[src/rtl/opn_seq_pkg.sv]
//------------------------------------------------------------------------------
// Module   : opn_seq_pkg
// Brief    : Shared state encoding and OPN register constants for the write sequencer.
// Revision : 1.0
//------------------------------------------------------------------------------
`default_nettype none

package opn_seq_pkg;

  typedef enum logic [3:0] {
    ST_IDLE      = 4'd0,
    ST_A_SETUP   = 4'd1,
    ST_A_WR      = 4'd2,
    ST_A_HOLD    = 4'd3,
    ST_D_SETUP   = 4'd4,
    ST_D_WR      = 4'd5,
    ST_D_HOLD    = 4'd6,
    ST_GAP       = 4'd7,
    ST_BUSY_WAIT = 4'd8
  } seq_state_t;

  localparam logic [7:0] c_KON     = 8'h28;
  localparam logic [7:0] c_MODE    = 8'h27;
  localparam logic [7:0] c_DTMUL   = 8'h30;
  localparam logic [7:0] c_TL      = 8'h40;
  localparam logic [7:0] c_KSAR    = 8'h50;
  localparam logic [7:0] c_DR      = 8'h60;
  localparam logic [7:0] c_SR      = 8'h70;
  localparam logic [7:0] c_SLRR    = 8'h80;
  localparam logic [7:0] c_SSGEG   = 8'h90;
  localparam logic [7:0] c_FNUM_LO = 8'hA0;
  localparam logic [7:0] c_FNUM_HI = 8'hA4;
  localparam logic [7:0] c_FBCN    = 8'hB0;

  localparam int c_BUSY_BIT = 7;

endpackage

`default_nettype wire

[src/rtl/opn_phase_timer.sv]
//------------------------------------------------------------------------------
// Module   : opn_phase_timer
// Brief    : Loadable 16-bit cen-gated down-counter; o_last marks the final count.
// Revision : 1.0
//------------------------------------------------------------------------------
`default_nettype none

module opn_phase_timer (
  input  logic        clk,
  input  logic        rst,
  input  logic        i_cen,
  input  logic        i_load,
  input  logic [15:0] i_load_val,
  output logic        o_last
);

  logic [15:0] r_cnt;

  // A load always wins so the next phase starts with a full count.
  always_ff @(posedge clk) begin
    if (rst) begin
      r_cnt <= 16'd0;
    end else if (i_load) begin
      r_cnt <= i_load_val;
    end else if (i_cen && (r_cnt != 16'd0)) begin
      r_cnt <= r_cnt - 16'd1;
    end
  end

  assign o_last = (r_cnt == 16'd1);

endmodule

`default_nettype wire

[src/rtl/opn_write_sequencer.sv]
//------------------------------------------------------------------------------
// Module   : opn_write_sequencer
// Brief    : Turns (register, value) commands into two-phase OPN bus write cycles.
// Revision : 1.0
//------------------------------------------------------------------------------
`default_nettype none

module opn_write_sequencer
  import opn_seq_pkg::*;
#(
  parameter int unsigned SETUP_CYC    = 1,
  parameter int unsigned WR_CYC       = 1,
  parameter int unsigned HOLD_CYC     = 1,
  parameter int unsigned GAP_CYC      = 32,
  parameter int unsigned BUSY_POLL    = 0,
  parameter int unsigned BUSY_TIMEOUT = 1024
) (
  input  logic       clk_in,
  input  logic       rst,
  input  logic       cen,
  input  logic       cmd_valid,
  output logic       cmd_ready,
  input  logic [7:0] cmd_addr,
  input  logic [7:0] cmd_data,
  input  logic [7:0] fm_dout,
  output logic [7:0] fm_din,
  output logic       fm_addr,
  output logic       fm_cs_n,
  output logic       fm_wr_n,
  output logic       seq_busy,
  output logic       wr_done,
  output logic       busy_err
);

  seq_state_t  r_state;
  logic [7:0]  r_val;
  logic [7:0]  r_din;
  logic        r_addr;
  logic        r_cs_n;
  logic        r_wr_n;
  logic        r_done;
  logic        r_err;

  logic        w_last;
  logic        w_step;
  logic        w_load;
  logic [15:0] w_load_val;
  logic        w_fm_busy;
  logic        w_unused_dout;

  assign w_fm_busy     = fm_dout[c_BUSY_BIT];
  assign w_unused_dout = ^fm_dout[6:0];
  assign w_step        = cen && w_last;

  // Reload the timer with the duration of whichever state comes next.
  always_comb begin
    w_load     = 1'b0;
    w_load_val = 16'(SETUP_CYC);
    case (r_state)
      ST_IDLE: w_load = cmd_valid;
      ST_A_SETUP, ST_D_SETUP: begin
        w_load     = w_step;
        w_load_val = 16'(WR_CYC);
      end
      ST_A_WR, ST_D_WR: begin
        w_load     = w_step;
        w_load_val = 16'(HOLD_CYC);
      end
      ST_A_HOLD: w_load = w_step;
      ST_D_HOLD: begin
        w_load     = w_step;
        w_load_val = (BUSY_POLL != 0) ? 16'(BUSY_TIMEOUT) : 16'(GAP_CYC);
      end
      default: ;
    endcase
  end

  opn_phase_timer u_timer (
    .clk        (clk_in),
    .rst        (rst),
    .i_cen      (cen),
    .i_load     (w_load),
    .i_load_val (w_load_val),
    .o_last     (w_last)
  );

  always_ff @(posedge clk_in) begin
    if (rst) begin
      r_state <= ST_IDLE;
      r_val   <= 8'h00;
      r_din   <= 8'h00;
      r_addr  <= 1'b0;
      r_cs_n  <= 1'b1;
      r_wr_n  <= 1'b1;
      r_done  <= 1'b0;
      r_err   <= 1'b0;
    end else begin
      r_done <= 1'b0;
      r_err  <= 1'b0;
      case (r_state)
        ST_IDLE: begin
          if (cmd_valid) begin
            r_val   <= cmd_data;
            r_din   <= cmd_addr;
            r_addr  <= 1'b0;
            r_cs_n  <= 1'b0;
            r_state <= ST_A_SETUP;
          end
        end
        ST_A_SETUP: if (w_step) begin r_wr_n <= 1'b0; r_state <= ST_A_WR; end
        ST_A_WR:    if (w_step) begin r_wr_n <= 1'b1; r_state <= ST_A_HOLD; end
        ST_A_HOLD: begin
          if (w_step) begin
            r_addr  <= 1'b1;
            r_din   <= r_val;
            r_state <= ST_D_SETUP;
          end
        end
        ST_D_SETUP: if (w_step) begin r_wr_n <= 1'b0; r_state <= ST_D_WR; end
        ST_D_WR:    if (w_step) begin r_wr_n <= 1'b1; r_state <= ST_D_HOLD; end
        ST_D_HOLD: begin
          if (w_step) begin
            r_cs_n <= 1'b1;
            if (BUSY_POLL != 0) begin
              r_state <= ST_BUSY_WAIT;
            end else if (GAP_CYC == 0) begin
              r_done  <= 1'b1;
              r_state <= ST_IDLE;
            end else begin
              r_state <= ST_GAP;
            end
          end
        end
        ST_GAP: if (w_step) begin r_done <= 1'b1; r_state <= ST_IDLE; end
        ST_BUSY_WAIT: begin
          if (cen) begin
            if (!w_fm_busy) begin
              r_done  <= 1'b1;
              r_state <= ST_IDLE;
            end else if (w_last) begin
              r_err   <= 1'b1;
              r_state <= ST_IDLE;
            end
          end
        end
        default: r_state <= ST_IDLE;
      endcase
    end
  end

  assign cmd_ready = (r_state == ST_IDLE) && !rst;
  assign seq_busy  = (r_state != ST_IDLE);
  assign fm_din    = r_din;
  assign fm_addr   = r_addr;
  assign fm_cs_n   = r_cs_n;
  assign fm_wr_n   = r_wr_n;
  assign wr_done   = r_done;
  assign busy_err  = r_err;

endmodule

`default_nettype wire

[config.mk]
export PLATFORM = sky130hd
export DESIGN_NAME = opn_write_sequencer
export DESIGN_NICKNAME = d
export VERILOG_FILES = /design/src/rtl/opn_seq_pkg.sv /design/src/rtl/opn_phase_timer.sv /design/src/rtl/opn_write_sequencer.sv
export SDC_FILE = /design/constraint.sdc
export NUM_CORES = 1
export LEC_CHECK = 0
export BUFFER_PORTS_ARGS = -buffer_cell sky130_fd_sc_hd__clkbuf_2
export CAP_MARGIN = 20
export CORE_MARGIN = 2
export CORE_UTILIZATION = 50
export CTS_CLUSTER_SIZE = 20
export DETAILED_ROUTE_END_ITERATION = 8
export PLACE_DENSITY = 0.74
export SYNTH_ARGS = -nofsm -noshare
export SYNTH_HDL_FRONTEND = slang
export SYNTH_HIERARCHICAL = 1
export SYNTH_SLANG_ARGS = --single-unit
[constraint.sdc]
create_clock -name clk_in -period 3.7 [get_ports clk_in]
set_input_delay 0.185 -clock clk_in [delete_from_list [all_inputs] [get_ports clk_in]]
set_output_delay 0.185 -clock clk_in [all_outputs]
set_load 0.01 [all_outputs]
==> qor.csv <==
metric;value;unit
Net Sw Frac;27.1;%
DP Area;0.00228;mm^2
Max Slew Vio Count;0;
DRT Pass-1 Iters;4;
RSZ-0062 raised after global routing;no;
Total Power;0.00112;W
main combinational cell family by area after synthesis;simple AND/OR/NAND/NOR gates;
Clock Latency Late Sink;0.29;ns
Yosys top cell by area;dfxtp_1;
crit start category;register;
Finished Layout Cells;330;
status;finished, final reports clean;
via/cell ratio;5.61;
HP Class;input pin to register;
Post-DP HPWL;2960;um
Final nets;309;
Switching Power;0.000303;W
crit path time final;2.96;ns
dominant synthesized flop cell;dfxtp_1;
Async SR Flop Fraction;0;%
clk slew on worst S/H paths;0.08;ns
Worst-Margin Slew;0.895;ns
Cells after Synth;240;
Synth cell types;62;
final hold vios;0;
YS warnings;6;
Avg WL per Cell;13.0;um
r2r worst-path depth;10;
CTS resizes;0;
most common cell after layout, fill and taps aside;dfxtp_1;
Post-Synth Adder-Cell Area;1.20;%
P&R area growth vs syn;15.4;%
FF+latch count, synth;39;
Post-synth EDFFs;0;
CTS tree;yes;
PwrDens;463;mW/mm^2
skew final;0.00496;ns
number of CTS-inserted buffers;5;
Total Wirelength;4290;um
register share of total power;44.2;%
setup violators final;0;
met2 Usage GRT;32.9;%
Vias;1851;
Hold Path Depth;3;
Peak VDD IR;0.203;mV
Row Count;23;
Post-Route Setup TNS;0;ns
Initial Util;52.3;%
simple-gate portion of the synthesized area;27.8;%
DR iter-0 viols;130;
die width;68.7;um
maximum clock frequency;0.338;GHz
clk sinks;39;
maximum clock insertion buffer count;2;
share of cells above drive strength 1;20.0;%
commonest cells after routing, fill and taps aside;dfxtp_1, clkbuf_2, nor2_1;
Worst setup EP type;register;
Die Y;68.7;um
Leak;1.00;nW
GR Util met1;23.7;%
critical path start-end classification;register to register;
Global Route met3 Usage;3.41;%
initial antenna violation count;0;
placed cell count;322;
CP max FO;23;
Synth top area share;37.3;%
die area;0.00471;mm^2
drc violations;0;
n_diodes;0;
CP Data Arrival Time;3.10;ns
post-route cell area;0.00241;mm^2
Avg Cell Area, Syn;8.71;um^2
Synth area leaders;dfxtp_1, nor2_1, nand2_1;
crit share post-route;79.9;%
xor/xnor share of the synthesized area;1.26;%
GR peak layer;met2;
port bufs;33;
max cap viols;0;
postcts setup bufs;0;
gpl congestion;0.785;
normalized max-slew margin;40.1;%
Worst EP required;3.84;ns
first-pass GRT wire length;6910;um
hold-fix buffers at CTS;0;
# IOs;43;
Int Pwr;0.000815;W
H-tree levels;2;
Core ar.;0.00400;mm^2
Root Driver;clkbuf_8;
clock power share;37.5;%
total grt overflow;0;
Routed Antenna Nets;0;
largest net degree at the start of global routing;43;
sequential area share after synthesis;37.3;%
post-synthesis compound-gate area fraction;21.5;%
Synth Cell Area;0.00209;mm^2
vias in the first global route;1547;
multiplexer area fraction after synthesis;4.31;%
combinational share of power;18.3;%
Total Routing Usage GR;19.2;%
power by group through the flow:
stage               Sequential (W)  Clock (W)  Combinational, W
finish                    0.000494   0.000419          0.000204
detailed placement        0.000503          0          0.000203
global route              0.000499   0.000450          0.000231
floorplan                 0.000497          0          0.000159
CTS                       0.000493   0.000430          0.000205
global placement          0.000502          0          0.000200
final timing paths:
check | start | end | slack (ns)
setup / recovery | u_timer/r_cnt[8] | u_timer/r_cnt[0] | 0.74
hold / removal | cmd_data[5] | r_val[5] | 0.11
setup reg to reg | u_timer/r_cnt[8] | u_timer/r_cnt[0] | 0.74
hold reg to reg | r_val[7] | r_val[7] | 0.46
cell families after synthesis:
kind of cell,Yosys count
buffers and inverters,25
and+or+nand+nor,102
other,1
muxes,9
xor gates and xnor gates,3
DFF,39
AOI/OAI and AO/OA,59
adders and majority gates,2
worst max-delay path: stages, from the launching register on:
cell      delay, ns
dfxtp_1        0.37
nor4_1         0.57
nand3_1        0.18
nor2_1         0.36
and2_1         0.27
o22ai_1        0.11
a21oi_1        0.12
buf_4          0.21
inv_1          0.31
nor2_1         0.23
a311oi_1       0.07
metrics by stage:
step / hold WS, ns / utilization [%] / setup slack [ns]
after floorplan: 0.264 / - / 1.04
after global placement: 0.410 / 56.9 / 0.751
after detailed placement: 0.415 / 56.9 / 0.767
after CTS: 0.0982 / 60.3 / 0.738
after global routing: 0.104 / 60.3 / 0.374
final: 0.108 / 60.3 / 0.744
cells in the mapped netlist, drive strengths merged (2+ instances only):
cell      n
inv       9
ha        2
xnor2     2
and3      2
or3b      2
a311oi    8
nor2     32
o21ai     2
dfxtp    39
nand2    27
o31ai     2
a211oi    5
a211o     2
a2111oi   4
nand3     2
nand4     4
a221oi    9
a21o      2
nor3b     4
or4       4
nor4b     2
a21oi    17
nor3      6
buf      10
nor4      4
mux2i     9
clkbuf    6
or4b      2
or3       2
sequential cells by signal, summed over array words and instances (netlist names):
| name | cells |
|---|---|
| fm_addr | 1 |
| fm_cs_n | 1 |
| fm_din | 8 |
| fm_wr_n | 1 |
| r_state | 3 |
| r_val | 8 |
| u_timer/r_cnt | 16 |
| wr_done | 1 |
layer usage:
| layer | part of all wire, % | routed length, um | up-vias |
|---|---|---|---|
| li1 | - | - | 957 |
| met2 | 47 | 2010 | 41 |
| met5 | 0 | 0 | - |
| met4 | 1.2 | 53 | 0 |
| met3 | 3.9 | 168 | 5 |
| met1 | 48 | 2060 | 848 |
cell type report:
type | instances | area (um^2)
multi-input combinational | 190 | 1230
inverter | 9 | 33.8
clock inverter | 3 | 67.6
sequential | 39 | 781
timing repair buffer | 34 | 173
clock buffer | 5 | 68.8
fill | 345 | 1590
tap | 50 | 62.6
Power figures use the tool's default switching activity.
